**config.mk**
```make
export PLATFORM = sky130hd
export DESIGN_NAME = mem_bus_arbiter
export DESIGN_NICKNAME = d
export VERILOG_FILES = /design/src/rtl/mem_bus_arbiter_pkg.sv /design/src/rtl/mem_bus_arbiter.sv
export SDC_FILE = /design/constraint.sdc
export NUM_CORES = 1
export LEC_CHECK = 0
export BUFFER_PORTS_ARGS = -buffer_cell sky130_fd_sc_hd__buf_4
export CAP_MARGIN = 40
export CELL_PAD_IN_SITES_DETAIL_PLACEMENT = 1
export CELL_PAD_IN_SITES_GLOBAL_PLACEMENT = 1
export CORE_AREA = 8 8 138 140
export CTS_CLUSTER_SIZE = 20
export DETAILED_ROUTE_END_ITERATION = 6
export DIE_AREA = 0 0 146 148
export GPL_ROUTABILITY_DRIVEN = 1
export PLACE_DENSITY = 0.82
export SYNTH_ARGS = -nofsm -noshare
export SYNTH_HDL_FRONTEND = slang
export SYNTH_SLANG_ARGS = --single-unit
```
**constraint.sdc**
```tcl
create_clock -name clk -period 2.1 [get_ports clk]
set_clock_uncertainty 0.15 [all_clocks]
set_input_delay 0.21 -clock clk [delete_from_list [all_inputs] [get_ports clk]]
set_output_delay 0.21 -clock clk [all_outputs]
set_load 0.05 [all_outputs]
```
**src/rtl/mem_bus_arbiter_pkg.sv**
```systemverilog
// Shared definitions for the memory bus arbiter: pipeline stall levels,
// arbiter state encodings and the last-grant tracking constants.
package mem_bus_arbiter_pkg;

  localparam logic STOP    = 1'b1;
  localparam logic NO_STOP = 1'b0;

  localparam int STALL_IF_BIT  = 1;
  localparam int STALL_MEM_BIT = 4;

  localparam logic [3:0] SEL_WORD = 4'hF;

  typedef enum logic [1:0] {
    ST_IDLE  = 2'd0,
    ST_GNT_D = 2'd1,
    ST_GNT_I = 2'd2,
    ST_DRAIN = 2'd3
  } arb_state_t;

  typedef enum logic {
    LAST_GNT_INST = 1'b0,
    LAST_GNT_DATA = 1'b1
  } last_gnt_t;

endpackage

```
**src/rtl/mem_bus_arbiter.sv**
```systemverilog
// Arbitrates the instruction-fetch and MEM-stage requesters onto one shared
// memory bus, alternating on contention and holding results across stalls.
//
// state    | meaning
// IDLE     | bus free, pick a winner from the pending requests
// GNT_D    | data transfer on the bus, waiting for bus_ack
// GNT_I    | fetch transfer on the bus, waiting for bus_ack
// DRAIN    | flushed fetch, wait for bus_ack and discard the data
module mem_bus_arbiter
  import mem_bus_arbiter_pkg::*;
(
  input  logic        clk,
  input  logic        rst,
  input  logic        if_req,
  input  logic [31:0] if_addr,
  output logic [31:0] if_rdata,
  output logic        if_done,
  input  logic        mem_req,
  input  logic        mem_we,
  input  logic [3:0]  mem_sel,
  input  logic [31:0] mem_addr,
  input  logic [31:0] mem_wdata,
  output logic [31:0] mem_rdata,
  output logic        mem_done,
  output logic        bus_req,
  output logic        bus_we,
  output logic [3:0]  bus_sel,
  output logic [31:0] bus_addr,
  output logic [31:0] bus_wdata,
  input  logic        bus_ack,
  input  logic [31:0] bus_rdata,
  input  logic [5:0]  stall,
  input  logic        flush,
  output logic        stallreq_if,
  output logic        stallreq_mem
);

  arb_state_t  state_q, state_d;
  last_gnt_t   last_gnt_q, last_gnt_d;
  logic        bus_req_q, bus_req_d;
  logic        bus_we_q, bus_we_d;
  logic [3:0]  bus_sel_q, bus_sel_d;
  logic [31:0] bus_addr_q, bus_addr_d;
  logic [31:0] bus_wdata_q, bus_wdata_d;
  logic [31:0] mem_rdata_q, mem_rdata_d;
  logic        mem_done_q, mem_done_d;
  logic [31:0] if_rdata_q, if_rdata_d;
  logic        if_done_q, if_done_d;

  logic data_pend, fetch_pend;
  logic take_data, take_inst;
  logic unused_stall;

  assign unused_stall = ^{stall[5], stall[3:2], stall[0]};

  assign data_pend  = mem_req & ~mem_done_q;
  assign fetch_pend = if_req & ~if_done_q & ~flush;

  always_comb begin
    state_d     = state_q;
    last_gnt_d  = last_gnt_q;
    bus_req_d   = bus_req_q;
    bus_we_d    = bus_we_q;
    bus_sel_d   = bus_sel_q;
    bus_addr_d  = bus_addr_q;
    bus_wdata_d = bus_wdata_q;
    mem_rdata_d = mem_rdata_q;
    mem_done_d  = mem_done_q;
    if_rdata_d  = if_rdata_q;
    if_done_d   = if_done_q;
    take_data   = 1'b0;
    take_inst   = 1'b0;

    // Completion flags persist only while the consuming stage is held.
    if (mem_done_q && ((stall[STALL_MEM_BIT] == NO_STOP) || flush)) mem_done_d = 1'b0;
    if (if_done_q && ((stall[STALL_IF_BIT] == NO_STOP) || flush))   if_done_d  = 1'b0;

    unique case (state_q)
      ST_IDLE: begin
        if (data_pend && fetch_pend && (last_gnt_q == LAST_GNT_DATA)) take_inst = 1'b1;
        else if (data_pend)                                            take_data = 1'b1;
        else if (fetch_pend)                                           take_inst = 1'b1;
      end
      ST_GNT_D: begin
        if (bus_ack) begin
          mem_rdata_d = bus_rdata;
          mem_done_d  = 1'b1;
          last_gnt_d  = LAST_GNT_DATA;
          bus_req_d   = 1'b0;
          state_d     = ST_IDLE;
        end
      end
      ST_GNT_I: begin
        if (flush) begin
          // A flush racing the ack simply discards the returning word.
          if (bus_ack) begin
            bus_req_d = 1'b0;
            state_d   = ST_IDLE;
          end else begin
            state_d   = ST_DRAIN;
          end
        end else if (bus_ack) begin
          if_rdata_d = bus_rdata;
          if_done_d  = 1'b1;
          last_gnt_d = LAST_GNT_INST;
          bus_req_d  = 1'b0;
          state_d    = ST_IDLE;
        end
      end
      ST_DRAIN: begin
        if (bus_ack) begin
          bus_req_d = 1'b0;
          state_d   = ST_IDLE;
        end
      end
      default: state_d = ST_IDLE;
    endcase

    if (take_data) begin
      state_d     = ST_GNT_D;
      bus_req_d   = 1'b1;
      bus_we_d    = mem_we;
      bus_sel_d   = mem_sel;
      bus_addr_d  = mem_addr;
      bus_wdata_d = mem_wdata;
    end else if (take_inst) begin
      state_d     = ST_GNT_I;
      bus_req_d   = 1'b1;
      bus_we_d    = 1'b0;
      bus_sel_d   = SEL_WORD;
      bus_addr_d  = if_addr;
      bus_wdata_d = '0;
    end
  end

  always_ff @(posedge clk) begin
    if (rst) begin
      state_q     <= ST_IDLE;
      last_gnt_q  <= LAST_GNT_INST;
      bus_req_q   <= 1'b0;
      bus_we_q    <= 1'b0;
      bus_sel_q   <= '0;
      bus_addr_q  <= '0;
      bus_wdata_q <= '0;
      mem_rdata_q <= '0;
      mem_done_q  <= 1'b0;
      if_rdata_q  <= '0;
      if_done_q   <= 1'b0;
    end else begin
      state_q     <= state_d;
      last_gnt_q  <= last_gnt_d;
      bus_req_q   <= bus_req_d;
      bus_we_q    <= bus_we_d;
      bus_sel_q   <= bus_sel_d;
      bus_addr_q  <= bus_addr_d;
      bus_wdata_q <= bus_wdata_d;
      mem_rdata_q <= mem_rdata_d;
      mem_done_q  <= mem_done_d;
      if_rdata_q  <= if_rdata_d;
      if_done_q   <= if_done_d;
    end
  end

  assign bus_req      = bus_req_q;
  assign bus_we       = bus_we_q;
  assign bus_sel      = bus_sel_q;
  assign bus_addr     = bus_addr_q;
  assign bus_wdata    = bus_wdata_q;
  assign mem_rdata    = mem_rdata_q;
  assign mem_done     = mem_done_q;
  assign if_rdata     = if_rdata_q;
  assign if_done      = if_done_q;
  assign stallreq_mem = mem_req & ~mem_done_q;
  assign stallreq_if  = if_req & ~if_done_q & ~flush;

endmodule

```
## Word level (Yosys, flattened, before mapping)

Cells that the tools add are included.

- Eq/ne operators: 6
- Muxes and demuxes: 35
- Bitwise operators: 8
- Reduce and logical (&&, ||, !) cells: 20

Operators with widths:

| operator | number |
|---|---|
| 32-bit 2-to-1 mux | 4 |
| 1-bit 2-to-1 mux | 23 |
| 3-bit nonzero test | 3 |
| 2-bit 2-to-1 mux | 4 |
| 4-bit 2-to-1 mux | 2 |
| 2-bit inequality test, second input constant | 3 |
| 1-bit inverter | 5 |
| 2-bit equality test, second input constant | 2 |
| 1-bit logical AND | 4 |
| 2-bit case mux with 2 select lines | 1 |
| 2-bit AND reduction | 2 |
| 4-bit AND reduction | 1 |
| 2-bit nonzero test | 2 |
| 4-bit nonzero test | 1 |
| 2-bit OR reduction | 2 |
| 1-bit AND | 3 |
| 3-bit AND reduction | 1 |
| 3-bit OR reduction | 1 |
| 2-bit by 1-bit equality test with 1-bit output, second input constant | 1 |
| 2-bit logical NOT | 1 |
| 1-bit logical OR | 2 |
| 1-bit case mux with 2 select lines | 1 |

- Bits in registers: 139
- Output and inout bits: 138

## Longest topological paths before layout

- Word-level depth: 9
- Depth in mapped cells: 6
- Gate-level depth less buffers: 5

## Worst setup path before layout

Ideal clock, no wire load.

- Path kind: register -> register
- Start point: register if_done_q, in the netlist if_done
- End point: register bus_addr_q[19], in the netlist bus_addr[19]
- Setup time: 88 ps
- Data arrival time: 2017 ps
- Slack: -155 ps
- Cell stages (with the launch flop): 7
- Buffers on the path: 2
- Cell sequence: dfxtp_1 -> nor3b_4 -> a2111o_1 -> buf_4 -> buf_4 -> nand2_1 -> a311oi_2

- Longest elaborated chain between the ends: 8
- Elaborated cells between the ends (all ways): 13

Ends and longest elaborated chain:

| what | line | source |
|---|---|---|
| start: declaration | mem_bus_arbiter.sv:48 | `logic if_done_q, if_done_d;` |
| start signal: assignment | mem_bus_arbiter.sv:160 | `if_done_q <= if_done_d;` |
| 1-bit inverter (*) | n/a |  |
| 1-bit AND (*) (2 in a row) | n/a |  |
| net stallreq_if | mem_bus_arbiter.sv:34 | `output logic stallreq_if,` |
| 1-bit 2-to-1 mux / 1-bit logical AND (equally long branches) | mem_bus_arbiter.sv:82, mem_bus_arbiter.sv:80 |  |
| 1-bit 2-to-1 mux / 1-bit logical AND (equally long branches) | mem_bus_arbiter.sv:81, mem_bus_arbiter.sv:80 |  |
| 1-bit 2-to-1 mux | mem_bus_arbiter.sv:80 | `if (data_pend && fetch_pend && (last_gnt_q == LAST_GNT_DATA)) take_inst = 1'b1;` |
| 1-bit 2-to-1 mux | mem_bus_arbiter.sv:78 | `unique case (state_q)` |
| 2-bit nonzero test (no line) / 32-bit 2-to-1 mux (equally long branches) | n/a |  |
| end signal: assignment | mem_bus_arbiter.sv:155 | `bus_addr_q <= bus_addr_d;` |
| end: declaration | mem_bus_arbiter.sv:43 | `logic [31:0] bus_addr_q, bus_addr_d;` |

The timed path passes the listed nets; every way through them passes the cells marked *.
A chain may end at the register's enable or synchronous reset.

## Final worst setup path

- Start point: register if_done_q, in the netlist if_done
- End point: register bus_addr_q[12], in the netlist bus_addr[12]

- Longest elaborated chain between the ends: 8
- Elaborated cells between the ends (all ways): 13

Ends and longest elaborated chain:

| what | line | source |
|---|---|---|
| 1-bit inverter (*) | mem_bus_arbiter.sv:57 | `assign fetch_pend = if_req & ~if_done_q & ~flush;` |
| 1-bit AND (*) (2 in a row) | mem_bus_arbiter.sv:57 |  |
| 1-bit 2-to-1 mux / 1-bit logical AND (equally long branches) | mem_bus_arbiter.sv:82, mem_bus_arbiter.sv:80 |  |
| 1-bit 2-to-1 mux / 1-bit logical AND (equally long branches) | mem_bus_arbiter.sv:81, mem_bus_arbiter.sv:80 |  |
| 1-bit 2-to-1 mux | mem_bus_arbiter.sv:80 |  |
| 1-bit 2-to-1 mux | mem_bus_arbiter.sv:78 |  |
| 2-bit nonzero test (no line) / 32-bit 2-to-1 mux (equally long branches) | n/a |  |

Mark *: on every way between the ends. The rest lies on a longest branch, timed or not.

==> metrics.md <==
| Metric | Value |
|---|---|
| Status | `complete, no violations` |
| H-tree levels | `4` |
| Initial antenna violation count | `6` |
| Crit. End Element | `flop` |
| Largest net degree at the start of global routing | `69` |
| Worst-Skew Late Latency | `about 400 ps` |
| Crit path time final | `between 2000 and 2500 ps` |
| Via density | `4.89` |
| Routed wire per std cell | `~21 um` |
| P_int | `0.00567 W` |
| Pleak | `4.14 nW` |
| TritonRoute pass-1 iters | `4` |
| Measured slew at the worst slew-check pin | `466 ps` |
| Final setup violation count | `0` |
| Syn_area_per_cell | `~8.3 um^2` |
| Most frequent cells in the layout | `buf_4, nand2_1, dlygate4sd3_1` |
| Dpl hpwl | `approximately 15 mm` |
| Tightest slew margin relative to the limit | `0.689` |
| Gate power share | `0.259` |
| Clock network power share | `0.389` |
| Final cell count without fillers | `1,259` |
| Routed via count | `around 6,200` |
| FF-to-FF Start | `if_done` |
| Final wirelength | `26.2 mm` |
| Hold Vio Cnt, Final | `0` |
| Clk slew on worst S/H paths | `roughly 60 ps` |
| Critical-path maximum fanout | `16` |
| Sink Count | `139` |
| Share of cells above drive strength 1 | `0.333` |
| Max Cap Viol | `0` |
| CP startpoint | `if_done` |
| Util after Layout | `0.564` |
| Netlist cell types | `26` |
| Vias in the first global route | `roughly 7,000` |
| Area Growth Syn to Fin | `85.6%` |
| Hold Path Class | `primary input to flop` |
| R2R Setup Slk | `a little over 40 ps` |
| CTS root buf | `clkbuf_16` |
| Slew Limit Fails | `0` |
| Period Utilization, post-route | `0.980` |
| RD Place Congestion | `between 0.7 and 0.8` |
| Port bufs | `about 280` |
| FFs w/ async S/R, synth | `0` |
| Peak Freq | `0.486 GHz` |
| Synth Register Bits | `139` |
| # nets final | `approximately 1,200` |
| Die Y | `148 um` |
| Psw | `0.00268 W` |
| Post-synthesis sequential area ratio | `0.541` |
| Tot GR Track Use | `0.230` |
| Max Buffers Root-to-Sink | `2` |
| Sw Share | `0.321` |
| Syn Inst Count | `roughly 600` |
| Synthesis Warnings | `0` |
| First-pass GRT wire length | `around 39 mm` |
| Hold Startpoint | `rst` |
| I/O pins | `around 280` |
| Startpoint types | `flop` |
| Clock buffer count from CTS | `17` |
| GR Overflow Total | `0` |
| Initial DRC Count | `between 200 and 300` |
| CP required | `around 2200 ps` |
| Peak supply drop | `521 uV` |
| Net Count, Synth | `762` |
| Power density over the cells | `875 nW/um^2` |
| Antenna Violating Nets Remaining | `0` |
| Most common cell after layout, fill and taps aside | `buf_4` |
| DRC viols | `0` |
| Main flop type after synthesis | `dfxtp_1` |
| Crit Path Class | `flop to flop` |
| EDFF count, synth | `0` |
| Die W | `~150 um` |
| Setup TNS | `0 ps` |
| Dpl cells | `1,080` |
| RSZ-0062 raised after global routing | `false` |
| Core box area | `approximately 17,000 um^2` |
| Mapped Area | `around 5100 um^2` |
| CTS tree | `yes` |
| Row cnt | `48` |
| Register share of total power | `0.352` |
| CP arrival | `roughly 2200 ps` |
| Die Area | `approximately 22,000 um^2` |
| Initial core utilization | `0.304` |
==> power by group through the flow <==
stage / Combinational [W] / Sequential, W / Clock [W]
2_1_floorplan: 0.000545 / 0.00358 / 0
3_3_place_gp: 0.00182 / 0.00297 / 0
3_5_place_dp: 0.00184 / 0.00298 / 0
4_1_cts: 0.00207 / 0.00293 / 0.00332
5_1_grt: 0.00228 / 0.00296 / 0.00342
6_report: 0.00216 / 0.00295 / 0.00325
==> registers in the layout, summed over array words and instances, names as in the netlist <==
name	flops
bus_addr	32
bus_req	1
bus_sel	4
bus_wdata	32
bus_we	1
if_done	1
if_rdata	32
last_gnt_q	1
mem_done	1
mem_rdata	32
state_q	2
==> per-layer routing <==
layer,up-vias,part of all wire,GRT usage
met3,75,0.058,0.0676
met4,2,0.048,0.149
met1,2974,0.36,0.219
met2,223,0.53,0.425
met5,-,0.00030,0
li1,2882,-,-
==> path summary, 6_finish.rpt <==
path                       end  cells past startpoint
hold reg to reg   if_rdata[18]                      2
setup reg to reg  bus_addr[12]                      5
setup / recovery  bus_addr[12]                      5
hold / removal    bus_addr[23]                      2
==> per-stage QoR <==
stage                     power (W)  instance area (um^2)  hold slack, ps  setup slack, ps
final                       0.00836                  9550            46.6             41.3
after CTS                   0.00831                  9470            19.1              111
after global routing        0.00866                  9550            42.7             4.40
after floorplan             0.00413                  5150             196             15.2
after global placement      0.00479                  7460             292              250
after detailed placement    0.00482                  7460             299              149
==> logic make-up after synthesis <==
family	synth area share
simple gates	0.216
compound gates	0.196
flops	0.541
buf+inv	0.0477
==> layout make-up <==
cell class / count / area [um^2]
antenna: 5 / 12.5
clock buffer: 19 / 443
clock inverter: 13 / 189
fill: 1957 / 7380
inverter: 1 / 3.75
multi-input combinational: 425 / 2130
sequential: 139 / 2790
tap: 225 / 282
timing repair buffer: 432 / 3700
==> worst max-delay path, cell delays in order (launching register included) <==
cell and delay (ps):
dfxtp_4 360, nor3b_4 400, a2111o_1 240, buf_4 230
nand2_1 90, a311oi_1 440
==> what timing repair did <==
item,in CTS,in global routing
endpoints found under the hold margin,137,0
gates resized for setup,0,3
endpoints found under the setup margin,0,5
setup buffers,0,2
hold buffers,138,0
==> synthesized netlist by cell type, drive strengths merged, types with 2 or more instances <==
| cell | number | share of area |
|---|---|---|
| clkbuf | 30 | 0.022 |
| o21ai | 2 | 0.0019 |
| nor2 | 78 | 0.057 |
| dfxtp | 139 | 0.54 |
| a21oi | 69 | 0.067 |
| a22oi | 33 | 0.048 |
| a311oi | 32 | 0.067 |
| nand2 | 193 | 0.14 |
| buf | 22 | 0.025 |
| nand2b | 2 | 0.0024 |
| nand3b | 3 | 0.0044 |
| nor3 | 4 | 0.0039 |
(Power assumes the default switching activity.)
